[src/rtl/blink_rate_ctrl.sv]
`default_nettype none
// +----------------------------------------------------------------------------+
// | Module   : blink_rate_ctrl                                                 |
// | Purpose  : button sync/debounce, 4-mode rate FSM and blink tick generator. |
// |            Optional long-press-to-OFF is enabled by macro LONGPRESS_OFF_EN. |
// | Revision : 1.0  initial release                                            |
// +----------------------------------------------------------------------------+
module blink_rate_ctrl #(
    parameter int DEB_CYCLES  = 16,
    parameter int BASE_DIV    = 8,
    parameter int LONG_CYCLES = 64
) (
    input  logic       clk,
    input  logic       reset,
    input  logic       btn_in,
    output logic       tick,
    output logic [1:0] mode,
    output logic       press,
    output logic       long_press
);
    localparam int DEB_W  = $clog2(DEB_CYCLES + 1);
    localparam int TICK_W = $clog2(BASE_DIV << 2);

    typedef enum logic [1:0] {
        MODE_FAST = 2'd0,
        MODE_MED  = 2'd1,
        MODE_SLOW = 2'd2,
        MODE_OFF  = 2'd3
    } mode_t;

    if (DEB_CYCLES < 2 || BASE_DIV < 2 || LONG_CYCLES < 1) begin : g_param_check
        $error("blink_rate_ctrl: parameter out of range");
    end

    logic [1:0]        sync_q, sync_d;
    logic [DEB_W-1:0]  deb_cnt_q, deb_cnt_d;
    logic              stable_q, stable_d;
    logic              stable_dly_q, stable_dly_d;
    logic              press_q, press_d;
    mode_t             mode_q, mode_d;
    logic [TICK_W-1:0] tick_cnt_q, tick_cnt_d;
    logic [TICK_W-1:0] period_m1;
    logic              tick_now;
    logic              mode_change;
    logic              btn_s;

    assign btn_s = sync_q[1];

    // OFF would overflow the counter width here, but it never ticks so it is masked below.
    assign period_m1 = TICK_W'((BASE_DIV << mode_q) - 1);
    assign tick_now  = (mode_q != MODE_OFF) && (tick_cnt_q == period_m1);

`ifdef LONGPRESS_OFF_EN
    localparam int LP_W = $clog2(LONG_CYCLES + 1);
    logic [LP_W-1:0] lp_cnt_q, lp_cnt_d;
    logic            long_press_q, long_press_d;
`endif

    always_comb begin
        sync_d = {sync_q[0], btn_in};

        stable_d  = stable_q;
        deb_cnt_d = '0;
        if (btn_s != stable_q) begin
            if (deb_cnt_q == DEB_W'(DEB_CYCLES)) begin
                stable_d = btn_s;
            end else begin
                deb_cnt_d = deb_cnt_q + 1'b1;
            end
        end

        stable_dly_d = stable_q;
        press_d      = stable_q & ~stable_dly_q;

        mode_d = mode_q;
        if (press_q) begin
            unique case (mode_q)
                MODE_FAST: mode_d = MODE_MED;
                MODE_MED:  mode_d = MODE_SLOW;
                MODE_SLOW: mode_d = MODE_OFF;
                default:   mode_d = MODE_FAST;
            endcase
        end

`ifdef LONGPRESS_OFF_EN
        // Saturates at LONG_CYCLES so one hold produces a single long_press pulse.
        lp_cnt_d = '0;
        if (stable_q) begin
            lp_cnt_d = (lp_cnt_q == LP_W'(LONG_CYCLES)) ? lp_cnt_q : lp_cnt_q + 1'b1;
        end
        long_press_d = stable_q && (lp_cnt_q == LP_W'(LONG_CYCLES - 1));
        if (long_press_q) begin
            mode_d = MODE_OFF;
        end
        mode_change = press_q | long_press_q;
`else
        mode_change = press_q;
`endif

        if (mode_change || (mode_q == MODE_OFF) || tick_now) begin
            tick_cnt_d = '0;
        end else begin
            tick_cnt_d = tick_cnt_q + 1'b1;
        end
    end

    always_ff @(posedge clk or negedge reset) begin
        if (!reset) begin
            sync_q       <= '0;
            deb_cnt_q    <= '0;
            stable_q     <= 1'b0;
            stable_dly_q <= 1'b0;
            press_q      <= 1'b0;
            mode_q       <= MODE_FAST;
            tick_cnt_q   <= '0;
`ifdef LONGPRESS_OFF_EN
            lp_cnt_q     <= '0;
            long_press_q <= 1'b0;
`endif
        end else begin
            sync_q       <= sync_d;
            deb_cnt_q    <= deb_cnt_d;
            stable_q     <= stable_d;
            stable_dly_q <= stable_dly_d;
            press_q      <= press_d;
            mode_q       <= mode_d;
            tick_cnt_q   <= tick_cnt_d;
`ifdef LONGPRESS_OFF_EN
            lp_cnt_q     <= lp_cnt_d;
            long_press_q <= long_press_d;
`endif
        end
    end

    assign tick  = tick_now;
    assign mode  = mode_q;
    assign press = press_q;
`ifdef LONGPRESS_OFF_EN
    assign long_press = long_press_q;
`else
    assign long_press = 1'b0;
`endif

endmodule
`default_nettype wire

[config.mk]
export PLATFORM = sky130hd
export DESIGN_NAME = blink_rate_ctrl
export DESIGN_NICKNAME = d
export VERILOG_FILES = /design/src/rtl/blink_rate_ctrl.sv
export SDC_FILE = /design/constraint.sdc
export NUM_CORES = 1
export LEC_CHECK = 0
export ABC_AREA = 1
export ABC_CLOCK_PERIOD_IN_PS = 3890
export BUFFER_PORTS_ARGS = -buffer_cell sky130_fd_sc_hd__buf_2
export CAP_MARGIN = 20
export CORE_UTILIZATION = 50
export CTS_CLUSTER_DIAMETER = 60
export DETAILED_ROUTE_END_ITERATION = 10
export PLACE_DENSITY = 0.79
export RECOVER_POWER = 50
export SLEW_MARGIN = 10
export SYNTH_ARGS = -nofsm -noshare
export SYNTH_HDL_FRONTEND = slang
export SYNTH_SLANG_ARGS = --single-unit
[constraint.sdc]
create_clock -name clk -period 3.89 [get_ports clk]
set_clock_uncertainty 0.2 [all_clocks]
set_input_delay 0.389 -clock clk [delete_from_list [all_inputs] [get_ports clk]]
set_output_delay 0.389 -clock clk [all_outputs]
set_load 0.03 [all_outputs]
==> impl_metrics.yaml, run 1 <==
run_status:
  status: "finished, final reports clean"
synthesis:
  ys_ff_latch: 17
  ys_types: 15
  syn_inst: 86
  yosysSeqAreaShare_pct: 51.7
  synth_area_leaders: "dfrtp_1, ha_1, nor2_1"
  syn_nets: 97
  syn_area_per_cell_sq_um: 9.57
  yosysTopAreaCellShare_pct: 51.7
  yosysWarnings: 0
  netlist_area_sq_um: 823
  yosys.area.top_type: "dfrtp_1"
place:
  preCtsSetupSlack_ps: 2060
  place.port_buffers: 6
  gp_congestion: 0.701
  placedCellCount: 107
  placed_cell_area_sq_um: 866
  hpwlAfterDp_microns: 846
clock_network:
  h-tree-depth: 1
  cts-root-buf: "clkbuf_4"
  clock_latency_ps: 280
  holdBufCountCts: 2
  clock_path_buffers: 2
  tritoncts: "done"
  cts_resized: 0
  cts_made_buffers: 3
  clock-sinks: 17
  post_cts_buffers: 0
  clk_pin_slew_worst_paths_ps: 90
power_and_ir_drop:
  p_int_mw: 0.236
  p_clk_share_pct: 29.1
  swShare_pct: 24.3
  p_seq_share_pct: 61.4
  totalPowerFinal_mw: 0.312
  p_sw_mw: 0.0758
  p_comb_share_pct: 9.5
  leakage_nw: 0.489
  max-vdd-ir-drop_v: 0.000247
  p_per_area_nw_per_um2: 342
final_layout:
  multi_input_area_sq_um: 342
  fin_util_pct: 59.8
  area_growth_pct: 10.6
  nFillCells: 129
  diodes: 0
  seq_area_sq_um: 425
  fin_nets: 109
  layout_commonest_cell: "nor2_1"
  drive_gt1_share_pct: 13.4
  stdcell_area_sq_um: 911
  final_cell_mix: "nor2_1, dfrtp_1, inv_1"
  stdcell_count: 113
hold_path:
  min_path_cells: 0
  hold_class: "reg2reg"
  holdPathEnd: "sync_q[1]$_DFF_PN0_"
  min_from: "sync_q[0]$_DFF_PN0_"
critical_path:
  critPathTopFamily: "flip-flops"
  critPathBufInv: 4
  rr_worst_depth: 8
  reg2reg_to: "tick_cnt_q[0]$_DFF_PN0_"
  worstSetupEndpointType: "primary output"
  startpoint_type: "flop"
  crit_arrival_ps: 1550
  path_cells: "inv_1, ha_1, inv_1, nand2_1, nand3_1, nand3_2, inv_1, buf_2"
  worst-path-max-fanout: 5
  cp_common_cell: "inv_1"
  slowest_stage: "dfrtp_1"
  cp.required_ps: 3300
  r2r_start: "mode[0]$_DFFE_PN0P_"
  worstSetupPathType: "reg2out"
  cpPeakStageDelay_ps: 420
  r2r_setup_slack_ps: 2380
floorplan:
  die_h_microns: 42.6
  ios: 8
  dieArea_sq_um: 1810
  num_rows: 14
  coreArea_sq_um: 1520
  start_util_pct: 54.0
  die_w_microns: 42.6
timing:
  drv_slew: 0
  tns_ps: 0
  timing.hold.ws_ps: 158
  fmax_ghz: 0.467
  max_slew_margin_pct: 42.1
  period_minus_slack_ps: 2140
  setup-violations-final: 0
  finalHoldViolations: 0
  min_period_over_period_pct: 55.0
  rsz0062_at_grt: "no"
  fin_ws_ps: 1750
  worst_pin_slew_ps: 868
drt:
  drc: 0
  vias: 549
  vias_per_cell: 4.86
  drt-total-wl_mm: 1.13
  dr.pass1.iters: 4
  wl_per_cell_microns: 10.0
  drtIter0Drc: 5
  antenna_left: 0
global_route:
  track_usage_pct: 15.8
  grt_max_degree: 18
  grt_pass1_wl_mm: 2.10
  grt_pass1_vias: 556
  grt_antenna_before_repair: 0
  grt-ovfl-total: 0
run:
  maxCapViolCount: 0
## registers in the layout (all words and copies together), names as in the netlist
register and cells:
tick_cnt_q 5, stable_dly_q 1, press 1, stable_dly_d 1
deb_cnt_q 5, mode 2, sync_q 2
## power groups by stage
stage	clock network [mW]	logic, mW	registers [mW]
6_report	0.0907	0.0297	0.191
5_1_grt	0.103	0.0358	0.193
4_1_cts	0.0956	0.0305	0.192
3_5_place_dp	0	0.0285	0.195
3_3_place_gp	0	0.0272	0.195
2_1_floorplan	0	0.0214	0.194
## cells by family (layout without fill, tap and decap cells)
family / Yosys count / in the layout / synth area share, %
adder cells (fa/ha/maj): 8 / 8 / 12.2
buffers and inverters: 14 / 25 / 6.84
AO/OA/AOI/OAI: 3 / 3 / 1.82
other: 1 / 1 / 0.455
XOR/XNOR: 6 / 6 / 6.38
flip-flops: 17 / 17 / 51.7
AND/OR/NAND/NOR: 37 / 37 / 20.7
## area by class of cell
type                    instances  share of cell area (%)
well taps                      16                    2.20
multi-input cells              55                    37.5
inverters                      13                    5.36
clock buffers                   4                    2.88
repair buffers                  8                    5.36
flip-flops and latches         17                    46.7
## how the worst max path moves through the flow
stage | cells after the start | slack, ps | startpoint | endpoint
floorplan | 7 | 1940 | mode[0]$_DFFE_PN0P_ | tick
global placement | 8 | 2080 | mode[0]$_DFFE_PN0P_ | tick
detailed placement | 8 | 2060 | mode[0]$_DFFE_PN0P_ | tick
CTS | 8 | 1730 | mode[0]$_DFFE_PN0P_ | tick
global route | 9 | 1570 | mode[1]$_DFFE_PN0P_ | tick
finish | 8 | 1750 | mode[0]$_DFFE_PN0P_ | tick
## cell usage after synthesis
library cell and n:
inv_1 13, nand2_1 10, nand2_2 2, buf_4 1, a21oi_1 1, xnor2_1 2, conb_1 1, dfrtp_1 17
nor3b_2 1, ha_1 8, o21ai_0 2, nand3_2 2, xor2_1 4, nor2_1 18, nand3_1 4
## worst register-to-register path: stages, from the launching register on
cell and delay [ps]:
dfrtp_1 420, inv_1 100, ha_1 240, inv_1 60, nand2_1 50, nand3_1 90
nand3_2 90, nand2_2 110, nor2_1 60
## layer usage
layer	global-route usage, %	part of all wire, %	up-vias
met1	17.5	45	258
met3	3.88	2.8	2
met4	7.50	0.44	0
met5	0	0	-
met2	28.0	51	9
li1	-	-	280
Power figures use the tool's default switching activity.
==> run 2: changes to the inputs <==
--- a/config.mk
+++ b/config.mk
@@ -6,7 +6,7 @@
 export NUM_CORES = 1
 export LEC_CHECK = 0
 export ABC_AREA = 1
-export ABC_CLOCK_PERIOD_IN_PS = 3890
+export ABC_CLOCK_PERIOD_IN_PS = 2100
 export BUFFER_PORTS_ARGS = -buffer_cell sky130_fd_sc_hd__buf_2
 export CAP_MARGIN = 20
 export CORE_UTILIZATION = 50
==> constraint.sdc (replaced) <==
create_clock -name clk -period 2.1 [get_ports clk]
set_clock_uncertainty 0.2 [all_clocks]
set_input_delay 0.21 -clock clk [delete_from_list [all_inputs] [get_ports clk]]
set_output_delay 0.21 -clock clk [all_outputs]
set_load 0.03 [all_outputs]
==> run 2 against run 1 <==
Total power grew 85%. Sequential share of layout area shrank 0.32 points. Core utilization is 0.41 points higher. Die area did not move. Highest routed layer unchanged.
==> impl_metrics.yaml, run 2 (synthesized netlist as in run 1, its figures left out) <==
floorplan:
  coreArea_sq_um: 1520
  start_util_pct: 54.0
  die_h_microns: 42.6
  dieArea_sq_um: 1810
  ios: 8
  die_w_microns: 42.6
  num_rows: 14
critical_path:
  critical_path.startpoint: "mode[1]$_DFFE_PN0P_"
  crit_path_end: "tick"
  r2r_start: "mode[1]$_DFFE_PN0P_"
  worstSetupPathType: "reg2out"
  worst-path-max-fanout: 5
  worstSetupEndpointType: "primary output"
  crit_arrival_ps: 1540
  startpoint_type: "flop"
  reg2reg_to: "tick_cnt_q[4]$_DFF_PN0_"
  cp.required_ps: 1690
  rr_worst_depth: 9
  r2r_setup_slack_ps: 610
clock_network:
  clock-sinks: 17
  h-tree-depth: 1
  clock_latency_ps: 290
  clock_path_buffers: 2
  cts_made_buffers: 3
  cts-root-buf: "clkbuf_4"
  tritoncts: "done"
  clk_pin_slew_worst_paths_ps: 90
drt:
  drt-total-wl_mm: 1.12
  dr.pass1.iters: 3
  antenna_left: 0
  vias_per_cell: 4.82
  wl_per_cell_microns: 9.92
  drtIter0Drc: 4
  vias: 545
  drc: 0
timing:
  drv_slew: 0
  max_slew_margin_pct: 41.5
  fmax_ghz: 0.512
  worst_pin_slew_ps: 877
  setup-violations-final: 0
  period_minus_slack_ps: 1950
  timing.hold.ws_ps: 161
  min_period_over_period_pct: 92.9
  finalHoldViolations: 0
  tns_ps: 0
global_route:
  grt-ovfl-total: 0
  track_usage_pct: 16.0
  grt_pass1_vias: 559
  grt_pass1_wl_mm: 2.10
  grt_antenna_before_repair: 0
  grt_max_degree: 18
place:
  hpwlAfterDp_microns: 833
  placedCellCount: 107
  place.port_buffers: 6
  gp_congestion: 0.707
  placed_cell_area_sq_um: 866
final_layout:
  layout_commonest_cell: "nor2_1"
  stdcell_area_sq_um: 917
  reg.largest.list: "deb_cnt_q (5), tick_cnt_q (5)"
  drive_gt1_share_pct: 15.5
  area_growth_pct: 11.4
  diodes: 0
  nFillCells: 139
  fin_nets: 109
  final_cell_mix: "nor2_1, dfrtp_1, inv_1"
  seq_area_sq_um: 425
  multi_input_area_sq_um: 344
  stdcell_count: 113
power_and_ir_drop:
  totalPowerFinal_mw: 0.577
  p_per_area_nw_per_um2: 630
  max-vdd-ir-drop_v: 0.000511
  leakage_nw: 0.490
run:
  maxCapViolCount: 0
run_status:
  status: "finished, final reports clean"
hold_path:
  hold_class: "reg2reg"
run 2: changes by cell type in the layout (fill, tap and decap cells not counted):
| cell | change |
|---|---|
| clkinv_2 | +1 |
| buf_2 | -1 |
| ha_2 | +1 |
| clkbuf_1 | -1 |
| clkbuf_4 | +1 |
| ha_1 | -1 |
run 2: worst min-delay path by stage:
stage                        startpoint  slack [ps]  cells after the start                      to
floorplan                         reset        -290                      0  deb_cnt_q[0]$_DFF_PN0_
global placement                  reset         -60                      1  deb_cnt_q[3]$_DFF_PN0_
detailed placement                reset         -50                      1  deb_cnt_q[3]$_DFF_PN0_
CTS                               reset         160                      2  deb_cnt_q[0]$_DFF_PN0_
global route        sync_q[0]$_DFF_PN0_         180                      0     sync_q[1]$_DFF_PN0_
finish              sync_q[0]$_DFF_PN0_         160                      0     sync_q[1]$_DFF_PN0_
run 2: metrics by stage:
step / setup WS, ps / utilization (%)
6_report: 148 / 60.2
5_1_grt: -11.4 / 60.2
4_1_cts: 114 / 59.9
3_5_place_dp: 444 / 56.8
3_3_place_gp: 473 / 56.8
2_1_floorplan: 330 / -
run 2: layer usage:
| layer | global-route usage (%) | share of wire [%] | vias up |
|---|---|---|---|
| met5 | 0 | 0 | - |
| met1 | 18.0 | 45 | 253 |
| li1 | - | - | 279 |
| met4 | 11.3 | 2.6 | 0 |
| met2 | 26.5 | 50 | 9 |
| met3 | 3.88 | 2.6 | 4 |
run 2: where the power goes:
part | internal (mW) | switching [mW] | total, mW
Combinational | 0.0220 | 0.0330 | 0.0550
Clock | 0.0708 | 0.0965 | 0.167
Sequential | 0.342 | 0.0131 | 0.355
run 2: repair_timing:
item	in CTS	in global routing
hold endpoints to repair	18	0
resized for setup	0	2
endpoints found under the setup margin	0	1
hold buffers	2	0
setup buffers	0	0
run 2: area by class of cell:
class | instances | area share, %
clock inverter | 1 | 0.546
sequential | 17 | 46.4
inverter | 13 | 5.32
tap | 16 | 2.18
timing repair buffer | 8 | 5.59
multi-input combinational | 55 | 37.5
clock buffer | 3 | 2.46
run 2: critical path, cell delays in order (launching register included):
cell and delay, ps:
dfrtp_1 430, inv_1 120, ha_1 170, inv_1 40
nand2_1 70, nand2_1 50, nand2_1 70, nand3_2 70
inv_1 50, clkbuf_4 170
